File: src/rtl/calendar_pkg.sv
// rtl/calendar_pkg.sv - calendar field encodings, month constants and month-length lookup
package calendar_pkg;

    typedef enum logic [1:0] {
        FIELD_DAY     = 2'd0,
        FIELD_MONTH   = 2'd1,
        FIELD_YEAR    = 2'd2,
        FIELD_WEEKDAY = 2'd3
    } field_e;

    localparam logic [3:0] MONTH_JAN = 4'd1;
    localparam logic [3:0] MONTH_FEB = 4'd2;
    localparam logic [3:0] MONTH_APR = 4'd4;
    localparam logic [3:0] MONTH_JUN = 4'd6;
    localparam logic [3:0] MONTH_SEP = 4'd9;
    localparam logic [3:0] MONTH_NOV = 4'd11;
    localparam logic [3:0] MONTH_DEC = 4'd12;

    localparam logic [6:0] YEAR_MAX    = 7'd99;
    localparam logic [2:0] WEEKDAY_MAX = 3'd6;

    function automatic logic [4:0] days_in_month(input logic [3:0] month, input logic leap);
        logic [4:0] dim;
        case (month)
            MONTH_APR, MONTH_JUN, MONTH_SEP, MONTH_NOV: dim = 5'd30;
            MONTH_FEB: dim = leap ? 5'd29 : 5'd28;
            default:   dim = 5'd31;
        endcase
        return dim;
    endfunction

endpackage

File: src/rtl/binary_to_bcd_8bit.sv
// rtl/binary_to_bcd_8bit.sv - two-digit BCD conversion of a binary value 0..99
module binary_to_bcd_8bit (
    input  logic [7:0] bin_i,
    output logic [7:0] bcd_o
);
    // Tens digit lands in the upper nibble; inputs above 99 are never presented.
    assign bcd_o = ((bin_i / 8'd10) << 4) | (bin_i % 8'd10);
endmodule

File: src/rtl/edge_rise.sv
// rtl/edge_rise.sv - rising-edge detector; prev resets high so a level held through reset is not an edge
module edge_rise (
    input  logic clock,
    input  logic reset,
    input  logic level_i,
    output logic rise_o
);
    logic prev_q;

    always_ff @(posedge clock) begin
        if (reset) prev_q <= 1'b1;
        else       prev_q <= level_i;
    end

    assign rise_o = level_i & ~prev_q;
endmodule

File: src/rtl/date_counter.sv
// rtl/date_counter.sv - day/month/year/weekday calendar advanced by the hour carry, with manual set mode
module date_counter
    import calendar_pkg::*;
#(
    parameter int YEAR_RESET    = 0,
    parameter int MONTH_RESET   = 1,
    parameter int DAY_RESET     = 1,
    parameter int WEEKDAY_RESET = 6
) (
    input  logic       clock,
    input  logic       reset,
    input  logic       hour_carry,
    input  logic       set,
    input  logic [1:0] set_field,
    input  logic       set_inc,
    output logic [7:0] day_bcd,
    output logic [7:0] month_bcd,
    output logic [7:0] year_bcd,
    output logic [2:0] weekday,
    output logic       leap,
    output logic       year_carry
);
    logic [4:0] day_q, day_d;
    logic [3:0] month_q, month_d;
    logic [6:0] year_q, year_d;
    logic [2:0] wd_q, wd_d;
    logic       yc_q, yc_d;
    logic       carry_rise, inc_rise;
    logic [4:0] dim_cur, dim_new;

    edge_rise u_carry_edge (.clock(clock), .reset(reset), .level_i(hour_carry), .rise_o(carry_rise));
    edge_rise u_inc_edge   (.clock(clock), .reset(reset), .level_i(set_inc),    .rise_o(inc_rise));

    always_comb begin
        day_d   = day_q;
        month_d = month_q;
        year_d  = year_q;
        wd_d    = wd_q;
        yc_d    = 1'b0;
        dim_cur = days_in_month(month_q, year_q[1:0] == 2'b00);

        if (!set && carry_rise) begin
            wd_d = (wd_q == WEEKDAY_MAX) ? 3'd0 : wd_q + 3'd1;
            if (day_q < dim_cur) begin
                day_d = day_q + 5'd1;
            end else begin
                day_d = 5'd1;
                if (month_q == MONTH_DEC) begin
                    month_d = MONTH_JAN;
                    if (year_q == YEAR_MAX) begin
                        year_d = 7'd0;
                        yc_d   = 1'b1;
                    end else begin
                        year_d = year_q + 7'd1;
                    end
                end else begin
                    month_d = month_q + 4'd1;
                end
            end
        end else if (set && inc_rise) begin
            case (field_e'(set_field))
                FIELD_DAY:     day_d   = (day_q >= dim_cur) ? 5'd1 : day_q + 5'd1;
                FIELD_MONTH:   month_d = (month_q == MONTH_DEC) ? MONTH_JAN : month_q + 4'd1;
                FIELD_YEAR:    year_d  = (year_q == YEAR_MAX) ? 7'd0 : year_q + 7'd1;
                FIELD_WEEKDAY: wd_d    = (wd_q == WEEKDAY_MAX) ? 3'd0 : wd_q + 3'd1;
                default:       ;
            endcase
        end

        // Clamp after the increment so a shorter new month never leaves an invalid day.
        dim_new = days_in_month(month_d, year_d[1:0] == 2'b00);
        if (day_d > dim_new) day_d = dim_new;
    end

    always_ff @(posedge clock) begin
        if (reset) begin
            day_q   <= 5'(DAY_RESET);
            month_q <= 4'(MONTH_RESET);
            year_q  <= 7'(YEAR_RESET);
            wd_q    <= 3'(WEEKDAY_RESET);
            yc_q    <= 1'b0;
        end else begin
            day_q   <= day_d;
            month_q <= month_d;
            year_q  <= year_d;
            wd_q    <= wd_d;
            yc_q    <= yc_d;
        end
    end

    binary_to_bcd_8bit u_day_bcd   (.bin_i({3'b000, day_q}),  .bcd_o(day_bcd));
    binary_to_bcd_8bit u_month_bcd (.bin_i({4'b0000, month_q}), .bcd_o(month_bcd));
    binary_to_bcd_8bit u_year_bcd  (.bin_i({1'b0, year_q}),   .bcd_o(year_bcd));

    assign weekday    = wd_q;
    assign leap       = (year_q[1:0] == 2'b00);
    assign year_carry = yc_q;
endmodule

File: config.mk
export PLATFORM = sky130hd
export DESIGN_NAME = date_counter
export DESIGN_NICKNAME = d
export VERILOG_FILES = /design/src/rtl/calendar_pkg.sv /design/src/rtl/binary_to_bcd_8bit.sv /design/src/rtl/edge_rise.sv /design/src/rtl/date_counter.sv
export SDC_FILE = /design/constraint.sdc
export NUM_CORES = 1
export LEC_CHECK = 0
export ABC_AREA = 1
export CORE_UTILIZATION = 58
export DETAILED_ROUTE_END_ITERATION = 10
export PLACE_DENSITY = 0.88
export SETUP_SLACK_MARGIN = 0.5
export SKIP_LAST_GASP = 1
export SYNTH_ARGS = -nofsm -noshare
export SYNTH_HDL_FRONTEND = slang
export SYNTH_SLANG_ARGS = --single-unit
File: constraint.sdc
create_clock -name clock -period 5.6 [get_ports clock]
set_input_delay 1.12 -clock clock [delete_from_list [all_inputs] [get_ports clock]]
set_output_delay 1.12 -clock clock [all_outputs]
set_load 0.01 [all_outputs]
Yosys cells after proc, flatten, opt, wreduce, memory -nomap -nowiden. Index checks and enable logic that the tools add are counted.

Shift-type cells: 0. Reductions and logical operators: 14. Bitwise logic cells: 9. Multiply operators: 0. Add/sub/neg operators: 4. Mux-type cells: 26. Div/mod/pow operators: 6. $lt $le $gt $ge: 3. Equal/unequal tests: 18.

Operators by type and width (number): $mux 7 (6); $mux 5 (6); $or 8x8->8 (3); $eq 4x4->1 const B (5); $mux 4 (5); $eq 4x3->1 const B (4); $mux 3 (4); $reduce_or 4->1 (3); $div 4x4->8 const B (1); $div 5x4->8 const B (1); $div 7x4->8 const B (1); $eq 4x2->1 const B (2); $mod 4x4->8 const B (1); $mod 5x4->8 const B (1); $mod 7x4->8 const B (1); $pmux 2 s2 (2); $add 7x1->7 const B (1); $eq 7x7->1 const B (1); $logic_not 2->1 (3); $reduce_bool 2->1 (3); $add 5x1->5 const B (1); $ge 5x5->1 (1); $gt 5x5->1 (1); $lt 5x5->1 (1); 14 further kinds (22).

Memories: 0. ROM bits: 0. Latch bits: 0. Register bits: 22. Logic and storage cells: 88. Output and inout bits: 29. Bits in writable memories: 0.

Depth between registers and ports, before layout. Gate-level depths: netlist of run 1.

Depth after elaboration: 11. Mapped depth: 26. Mapped depth without buffers: 26.

Cells and area by module. A second synthesis of run 1 with hierarchy kept.

Cells, all modules: 522. Area total of the unflattened synthesis: 3095.5 um^2.

By module, submodules not included: binary_to_bcd_8bit (sequential area each 0.0 um^2, instances 3, area each 534.3 um^2, cells an instance 98); date_counter (sequential area each 400.4 um^2, instances 1, area each 1417.6 um^2, cells an instance 218); edge_rise (sequential area each 20.0 um^2, instances 2, area each 37.5 um^2, cells an instance 5).

Least setup slack after synthesis of run 1. No wires, ideal clock.

Path kind: reg2reg. From: reg year_q[1]. To: reg day_q[0]. Period minus slack after synthesis: 3.132 ns. Arrival: 3.019 ns. Stages on the path, launching flop included: 24. Path buffers: 0. Required time: 5.487 ns. Slack: 2.468 ns. Path through: dfxtp_1 inv_1 ha_1 o311a_1 ha_1 inv_1 a21oi_1 nor2_1 nand2_1 nand2_2 nand3_1 nand2_1 nand3_1 nor2_1 nand2_1 nand2_1 o21ai_1 ha_1 a21oi_1 nand2_1 nor2_1 nor2_1 nor2_1 nand2_1.

Cells in the longest elaborated chain, start to end: 11. Elaborated cells between the ends (all ways): 31.

Ends and longest elaborated chain: start: declaration (RTL line date_counter.sv:25) `logic [6:0] year_q, year_d;`; start signal: assignment (RTL line date_counter.sv:79) `year_q <= 7'(YEAR_RESET);`; start signal: assignment (RTL line date_counter.sv:85) `year_q <= year_d;`; $logic_not 2->1 (*); via leap (RTL line date_counter.sv:20) `output logic leap,`; $mux 1 (*) (RTL line calendar_pkg.sv:26) `MONTH_FEB: dim = leap ? 5'd29 : 5'd28;`; $pmux 2 s2 (*) (RTL line calendar_pkg.sv:24) `case (month)`; $lt 5x5->1 (RTL line date_counter.sv:44) `if (day_q < dim_cur) begin`; $mux 4 / $mux 7 (equally long branches) (RTL line date_counter.sv:44); $mux 4 / $mux 7 (equally long branches) (RTL line date_counter.sv:42) `if (!set && carry_rise) begin`; $eq 4x3->1 (tied with other cells) (RTL line calendar_pkg.sv:24); $reduce_or 4->1 / $mux 1 (equally long branches) (RTL line calendar_pkg.sv:24, calendar_pkg.sv:26); $pmux 2 s2 (RTL line calendar_pkg.sv:24); $gt 5x5->1 (RTL line date_counter.sv:72) `if (day_d > dim_new) day_d = dim_new;`; $mux 5 (*) (RTL line date_counter.sv:72); end signal: assignment (RTL line date_counter.sv:77) `day_q <= 5'(DAY_RESET);`; end signal: assignment (RTL line date_counter.sv:83) `day_q <= day_d;`; end: declaration (RTL line date_counter.sv:23) `logic [4:0] day_q, day_d;`.

Mark *: on every way through the listed nets, which the timed path passes. The rest lies on a longest branch. The select of a mux whose other input is x is not followed. A chain may end at the register's enable or synchronous reset.

Worst setup path in the final report of run 1.
From: reg year_q[4]. To: out year_bcd[5].

Cells in the longest elaborated chain, start to end: 2. Elaborated cells between the ends (all ways): 3.

Ends and longest elaborated chain: $div 7x4->8 / $mod 7x4->8 (equally long branches) (RTL line binary_to_bcd_8bit.sv:7) `assign bcd_o = ((bin_i / 8'd10) << 4) | (bin_i % 8'd10);`; $or 8x8->8 (*) (RTL line binary_to_bcd_8bit.sv:7); end: declaration (RTL line date_counter.sv:18) `output logic [7:0] year_bcd,`.

Every way passes the cells marked *; elsewhere a longest branch is shown, timed or not.

==> results of run 1 <==
==> cells in the final DEF, fill, tap and decap left out, types with 5 or more instances in the layout <==
cell and n:
sky130_fd_sc_hd__nand2_2 9, sky130_fd_sc_hd__nand2_1 73, sky130_fd_sc_hd__clkdlybuf4s50_1 35, sky130_fd_sc_hd__nand4_1 7, sky130_fd_sc_hd__nor3_1 5, sky130_fd_sc_hd__inv_1 47
sky130_fd_sc_hd__a21oi_1 13, sky130_fd_sc_hd__dfxtp_1 22, sky130_fd_sc_hd__nand3_1 33, sky130_fd_sc_hd__inv_2 7, sky130_fd_sc_hd__nor2_1 32, sky130_fd_sc_hd__o21ai_0 14
sky130_fd_sc_hd__xor2_1 9, sky130_fd_sc_hd__ha_1 22
==> logic make-up (layout without fill, tap and decap cells) <==
kind of cell | after synthesis | after routing | synth area share (%)
simple gates | 169 | 169 | 37.3
buf+inv | 61 | 94 | 11.7
compound gates | 45 | 45 | 12.8
xor+xnor | 9 | 9 | 3.75
flops | 22 | 22 | 20.9
fa+ha+maj | 22 | 22 | 13.1
mux | 1 | 1 | 0.476
==> sequential cells by signal, summed over array words and instances, names as in the netlist <==
signal	count
year_q	7
day_q	5
month_q	4
weekday	3
u_carry_edge.prev_q	1
u_inc_edge.prev_q	1
year_carry	1
==> per-stage QoR <==
| step | utilization (%) | power (W) | cell area [um^2] | worst slack [ps] |
|---|---|---|---|---|
| after floorplan | - | 0.000182 | 2100 | 2470 |
| after global placement | 72.4 | 0.000193 | 2470 | 1910 |
| after detailed placement | 72.4 | 0.000194 | 2470 | 1800 |
| after CTS | 74.0 | 0.000317 | 2530 | 1670 |
| after global routing | 74.0 | 0.000330 | 2530 | 1350 |
| final | 74.0 | 0.000313 | 2530 | 1700 |
==> area by class of cell <==
class                           count  area share [%]
Timing Repair Buffer               35            13.9
Inverter                           55            8.17
Sequential cell                    22            17.4
Clock buffer                        3           0.892
Multi-Input combinational cell    246            56.2
Tap cell                           46            2.28
Clock inverter                      1            1.19
==> tightest hold or removal path, stage by stage (launching register included) <==
cell	delay, ps
sky130_fd_sc_hd__dfxtp_1	350
sky130_fd_sc_hd__nand3_1	80
sky130_fd_sc_hd__o211ai_1	70
==> per-layer routing <==
| metal | part of all wire, % | vias up |
|---|---|---|
| met1 | 50 | 939 |
| met2 | 47 | 42 |
| met5 | 0 | - |
| met3 | 2.3 | 4 |
| li1 | - | 1138 |
| met4 | 0.79 | 0 |
==> path summary, 6_finish.rpt <==
kind	start	end	slack, ps
setup / recovery	year_q[4]	year_bcd[5]	1700
hold / removal	weekday[0]	weekday[2]	550
setup reg to reg	year_q[1]	day_q[0]	2020
hold reg to reg	weekday[0]	weekday[2]	550
==> power breakdown <==
group	total, W	internal (W)	switching [W]	leakage, nW
clock network	0.000122	0.0000723	0.0000502	0.0279
logic	0.0000291	0.0000134	0.0000158	1.07
registers	0.000162	0.000159	0.00000283	0.178
total	0.000313	0.000245	0.0000687	1.27
==> metrics.log, run 1 <==
[metrics] post-cts repair resize count: 0
[metrics] CTS Hold Buffers Added: 0
[metrics] final instance count without filler cells: 408
[metrics] endpoint arrival time on the critical path: 2780 ps
[metrics] drt total wl: 4.32 mm
[metrics] Global Route met3 Usage: 1.10%
[metrics] number of design-rule violations left by the first detailed-router iteration: 107
[metrics] maximum vdd drop: 0.000147 V
[metrics] total nets after synthesis: 358
[metrics] TritonCTS clock tree: built
[metrics] category of cells accounting for the largest share of critical-path delay: simple AND/OR/NAND/NOR gates
[metrics] synth top area cells: sky130_fd_sc_hd__dfxtp_1 (21%), sky130_fd_sc_hd__ha_1 (13%), sky130_fd_sc_hd__nand2_1 (13%)
[metrics] warnings from Yosys: 0
[metrics] total CTS buffers: 3
[metrics] ratio of total power to cell area: 124 nW/um^2
[metrics] antenna diode count: 0
[metrics] hold crit path type: flop to flop
[metrics] fmax: 256 MHz
[metrics] pin count of the biggest net entering global routing: 14
[metrics] crit path buf inv count: 3
[metrics] Register Area: 440 um^2
[metrics] via count of the first global-routing pass: 1869
[metrics] unrepaired setup endpoints after global routing: false
[metrics] Core Region: 3420 um^2
[metrics] fillcell total: 290
[metrics] sort of element at the end of the critical path: output port
[metrics] Synth top cells by count: sky130_fd_sc_hd__nand2_1 (73), sky130_fd_sc_hd__inv_1 (47), sky130_fd_sc_hd__nand3_1 (33)
[metrics] number of placed I/O pins: 36
[metrics] Worst Hold Depth: 2
[metrics] synthesized instance count: 329
[metrics] antenna violations before repair: 0
[metrics] synthesized area per cell: 6.40 um^2
[metrics] Req. time, crit path: 4480 ps
[metrics] count of different cell masters after synthesis: 35
[metrics] critical path startpoint category: flop
[metrics] Cells after DPL: 404
[metrics] multi-input gate area in the final layout: 1420 um^2
[metrics] EDFF count, synth: 0
[metrics] number of rows in the core area: 21
[metrics] transition time at the pin with the least slew margin: 469 ps
[metrics] post-synthesis register bit count: 22
[metrics] total of buffers placed on input and output ports: 35
[metrics] x dimension of the die: 62.2 um
[metrics] worst path cell trace: inv_2 > nand2_1 > nand4_2 > nand2_2 > nand2_2 > nand3_1 > nand2_2 > nand2_2 > nand2_2 > nand2_1 > inv_2 > ha_1 > nand3_1 > nand2_1 > nor2_1 > nand2_1 > nand2_1 > clkdlybuf4s50_1
[metrics] number of levels in the clock H-tree: 1
[metrics] net count of the finished layout: 392
[metrics] Via-to-Cell Ratio: 5.20
[metrics] share of flip-flops with an asynchronous set or reset: 0%
[metrics] crit path max fanout: 6
[metrics] leakage dissipation: 1.27 nW
[metrics] Synth top area share: 20.9%
[metrics] logic depth of the worst setup path including buffers: 18
[metrics] Root Driver: sky130_fd_sc_hd__clkbuf_4
[metrics] all-layer global routing usage: 23.9%
[metrics] post-layout min period: 3900 ps
[metrics] met1 track demand over resource: 31.8%
[metrics] Final Wtd Congestion: 0.874
[metrics] first-pass GRT wire length: 7.82 mm
[metrics] CP max stage cell: sky130_fd_sc_hd__clkdlybuf4s50_1
[metrics] Clock Pin Slew Worst Setup and Hold Paths: 120 ps
[metrics] post-synthesis sequential area ratio: 20.9%
[metrics] number of buffers on the longest clock path: 2
[metrics] logic depth of the worst register-to-register path: 23
[metrics] post-detailed-placement half-perimeter wirelength: 3.47 mm
[metrics] die boundary height: 62.2 um
[metrics] Fin Hold WS: 546 ps
[metrics] Post-CTS Setup Bufs: 0
[metrics] status: complete, no violations
[metrics] DR vias: 2123
[metrics] Worst Clk Skew: 7.58 ps
[metrics] highest-utilization routing layer at the global route stage: met2
[metrics] Starting Density: 61.6%
[metrics] area of the die: 3870 um^2
[metrics] critical path class: flop to output port
[metrics] number of failing setup endpoints in the final timing report: 0
[metrics] GR met2 Demand/Resource: 42.0%
[metrics] final worst path period share: 69.7%
[metrics] clock tree sinks: 22
[metrics] WL/cell: 10.6 um
[metrics] Slowest Stage Delay on Critical Path: 520 ps
[metrics] most common cell in the synthesized netlist: sky130_fd_sc_hd__nand2_1
[metrics] fraction of layout instances using a drive strength above 1: 8.84%
[metrics] final sum of negative setup slack: 0 ps
[metrics] latest clock arrival within the worst-skew pair: 310 ps
[metrics] remaining antenna violation count: 0
[metrics] final hold viol count: 0
[metrics] worst-case headroom to the max-slew limit: 68.7%
[metrics] Residual DRC: 0
[metrics] dominant cell type by area after synthesis: sky130_fd_sc_hd__dfxtp_1
[metrics] synthesized area: 2100 um^2
[metrics] GRT overflow: 0
[metrics] area growth from synthesis to final layout: 20.0%
[metrics] Post-synth top flop: sky130_fd_sc_hd__dfxtp_1
[metrics] max-slew violations: 0
[metrics] detailed-routing iteration count for the pre-antenna-repair pass: 4
[metrics] number of max-cap violations: 0
Power figures use the tool's default switching activity.
==> run 2: changes to the inputs <==
CORE_UTILIZATION = 54   (was 58)
PLACE_DENSITY = 0.83   (was 0.88)
clock period = 4 ns   (was 5.6 ns; I/O delays follow)
==> run 2 against run 1 <==
  * Combinational power increased by 49%
  * Global-route usage decreased by 2.0 points
  * Die area increased by 7.2%
==> metrics.log, run 2 (synthesized netlist as in run 1, its figures left out) <==
[metrics] drt total wl: 4.71 mm (+9.0%)
[metrics] all-layer global routing usage: 21.9% (-2.0 points)
[metrics] DR vias: 2185 (+2.9%)
[metrics] critical path startpoint category: flop
[metrics] fmax: 301 MHz
[metrics] number of buffers on the longest clock path: 2 (unchanged)
[metrics] endpoint arrival time on the critical path: 2530 ps (-250 ps)
[metrics] largest register by flop count: year_q
[metrics] post-detailed-placement half-perimeter wirelength: 3.48 mm (+0.29%)
[metrics] final worst path period share: 83.1%
[metrics] number of placed I/O pins: 36 (unchanged)
[metrics] post-layout min period: 3330 ps
[metrics] maximum vdd drop: 0.000239 V (+63%)
[metrics] Worst Clk Skew: 4.80 ps (-2.78 ps)
[metrics] worst path cell trace: inv_2 > nand3_1 > nand2_1 > clkinv_1 > nand3_1 > nand3_1 > nand2_2 > nand2_2 > nand2_2 > nand4_2 > nand3_4 > nand2_1 > nand2_1 > clkdlybuf4s50_1
[metrics] number of design-rule violations left by the first detailed-router iteration: 104 (-2.8%)
[metrics] antenna diode count: 0 (unchanged)
[metrics] worst-case headroom to the max-slew limit: 67.1% (-1.6 points)
[metrics] WL/cell: 11.4 um (+7.4%)
[metrics] Slowest Stage Delay on Critical Path: 520 ps (about the same)
[metrics] Fin Hold WS: 537 ps (-9.52 ps)
[metrics] number of max-cap violations: 0 (unchanged)
[metrics] start of the worst register-to-register path: year_q[0]
[metrics] max-slew violations: 0 (unchanged)
[metrics] area of the die: 4150 um^2 (+7.2%)
[metrics] number of levels in the clock H-tree: 1 (unchanged)
[metrics] end-of-flow core utilization: 72.0% (-1.9 points)
[metrics] Clock Pin Slew Worst Setup and Hold Paths: 80 ps (-40 ps)
[metrics] transition time at the pin with the least slew margin: 492 ps (+22.6 ps)
[metrics] post-route total power: 0.000474 W (+51%)
[metrics] crit path buf inv count: 3 (unchanged)
[metrics] endpoint of the lowest-slack register-to-register path: day_q[0]
[metrics] Core Region: 3690 um^2 (+8.0%)
[metrics] sort of element at the end of the critical path: output port
[metrics] category of cells accounting for the largest share of critical-path delay: simple AND/OR/NAND/NOR gates
[metrics] final hold viol count: 0 (unchanged)
[metrics] number of failing setup endpoints in the final timing report: 0 (unchanged)
[metrics] final sum of negative setup slack: 0 ps (unchanged)
[metrics] die boundary height: 64.4 um (+3.5%)
[metrics] pin count of the biggest net entering global routing: 14 (unchanged)
[metrics] logic depth of the worst register-to-register path: 25 (+8.7%)
[metrics] Starting Density: 57.1% (-4.6 points)
[metrics] number of rows in the core area: 22 (+4.8%)
[metrics] latest clock arrival within the worst-skew pair: 260 ps (-50 ps)
[metrics] clock tree sinks: 22 (unchanged)
[metrics] worst setup path endpoint: year_bcd[1]
[metrics] number of flip-flops under the largest register name: 7 (unchanged)
[metrics] Via-to-Cell Ratio: 5.28 (+1.4%)
[metrics] TritonCTS clock tree: built
[metrics] x dimension of the die: 64.4 um (+3.5%)
[metrics] ratio of total power to cell area: 178 nW/um^2 (+44%)
[metrics] most used cells in the layout excluding fill and tap cells: sky130_fd_sc_hd__nand2_1 (72), sky130_fd_sc_hd__inv_1 (47), sky130_fd_sc_hd__nand3_1 (31), sky130_fd_sc_hd__clkdlybuf4s50_1 (31), sky130_fd_sc_hd__nor2_1 (30)
[metrics] antenna violations before repair: 0 (unchanged)
[metrics] Root Driver: sky130_fd_sc_hd__clkbuf_8
[metrics] startpoint of the worst setup timing path: year_q[4]
[metrics] crit path max fanout: 6 (unchanged)
[metrics] flop2flop setup slack: 680 ps (-1340 ps)
[metrics] leakage dissipation: 1.38 nW (+8.6%)
[metrics] area growth from synthesis to final layout: 26.2%
[metrics] Final Wtd Congestion: 0.846 (-3.2%)
[metrics] most common cell after layout, fill and taps aside: sky130_fd_sc_hd__nand2_1
[metrics] biggest registers after layout: year_q x7, day_q x5, month_q x4
[metrics] logic depth of the worst setup path including buffers: 14 (-4)
[metrics] Residual DRC: 0 (unchanged)
[metrics] remaining antenna violation count: 0 (unchanged)
[metrics] critical path class: flop to output port
[metrics] status: complete, no violations
[metrics] total of buffers placed on input and output ports: 35 (unchanged)
[metrics] fraction of layout instances using a drive strength above 1: 14.2% (+5.4 points)
[metrics] via count of the first global-routing pass: 1811 (-3.1%)
[metrics] unrepaired setup endpoints after global routing: true
[metrics] hold crit path type: flop to flop
[metrics] total CTS buffers: 3 (unchanged)
[metrics] GRT overflow: 0 (unchanged)
[metrics] Req. time, crit path: 3200 ps (-1280 ps)
[metrics] first-pass GRT wire length: 7.49 mm (-4.3%)
[metrics] CP max stage cell: sky130_fd_sc_hd__clkdlybuf4s50_1
[metrics] detailed-routing iteration count for the pre-antenna-repair pass: 4 (unchanged)
[metrics] net count of the finished layout: 396 (+1.0%)
run 2: worst reg2reg max path: stages, from the launching register on:
cell and delay (ps):
sky130_fd_sc_hd__dfxtp_2 360, sky130_fd_sc_hd__inv_1 100, sky130_fd_sc_hd__ha_1 240, sky130_fd_sc_hd__o311a_1 360, sky130_fd_sc_hd__ha_1 190, sky130_fd_sc_hd__inv_1 50, sky130_fd_sc_hd__a21oi_1 60, sky130_fd_sc_hd__nor2_2 190
sky130_fd_sc_hd__nand2_2 120, sky130_fd_sc_hd__nand2_4 120, sky130_fd_sc_hd__nand2_1 50, sky130_fd_sc_hd__nand2_1 50, sky130_fd_sc_hd__nand3_1 130, sky130_fd_sc_hd__nand2_1 100, sky130_fd_sc_hd__nand3_1 70, sky130_fd_sc_hd__nand2_1 90
sky130_fd_sc_hd__o21ai_2 60, sky130_fd_sc_hd__ha_1 180, sky130_fd_sc_hd__inv_1 70, sky130_fd_sc_hd__a21oi_1 80, sky130_fd_sc_hd__a21oi_2 110, sky130_fd_sc_hd__nand2_1 90, sky130_fd_sc_hd__nor2_4 120, sky130_fd_sc_hd__nor2_1 50
sky130_fd_sc_hd__nor2_1 100, sky130_fd_sc_hd__nand2_1 60
run 2: area by class of cell:
type	instances	area (um^2)
flip-flops and latches	22	460
well taps	48	60.1
repair buffers	38	383
fillers	317	1030
clock inverters	1	30.0
multi-input cells	247	1480
clock buffers	3	41.3
inverters	55	206
run 2: stage by stage:
| step | setup slack, ps | instance area (um^2) | cells |
|---|---|---|---|
| 2_1_floorplan | 868 | 2100 | 329 |
| 3_3_place_gp | 618 | 2480 | 406 |
| 3_5_place_dp | 469 | 2480 | 406 |
| 4_1_cts | 496 | 2550 | 410 |
| 5_1_grt | 417 | 2660 | 414 |
| 6_report | 674 | 2660 | 414 |
run 2: worst min path at each step:
stage                     cells after the start    endpoint       start  slack (ps)
final                                         2  weekday[2]  weekday[0]         540
after global routing                          2  weekday[2]  weekday[0]         580
after detailed placement                      2  weekday[2]  weekday[0]         540
after CTS                                     2  weekday[2]  weekday[0]         540
after floorplan                               2   year_q[2]   year_q[2]         540
after global placement                        2  weekday[2]  weekday[0]         530
run 2: power breakdown:
part	internal, W	leakage (nW)	switching, W
Sequential	0.000220	0.183	0.00000398
Clock	0.000133	0.0357	0.0000732
Combinational	0.0000196	1.16	0.0000240
Total	0.000373	1.38	0.000101
run 2: routing by layer:
| metal | part of all wire, % | vias up | GRT usage (%) |
|---|---|---|---|
| li1 | - | 1148 | - |
| met3 | 3.9 | 4 | 1.94 |
| met1 | 48 | 973 | 28.8 |
| met2 | 47 | 60 | 38.9 |
| met4 | 0.81 | 0 | 3.89 |
| met5 | 0 | - | 0 |
run 2: what timing repair did:
item,in CTS,in global routing
hold buffers,0,0
gates cloned,0,1
pin swaps,0,5
setup endpoints to repair,4,6
endpoints found under the hold margin,0,0
resized for setup,4,25
buffers inserted,0,3
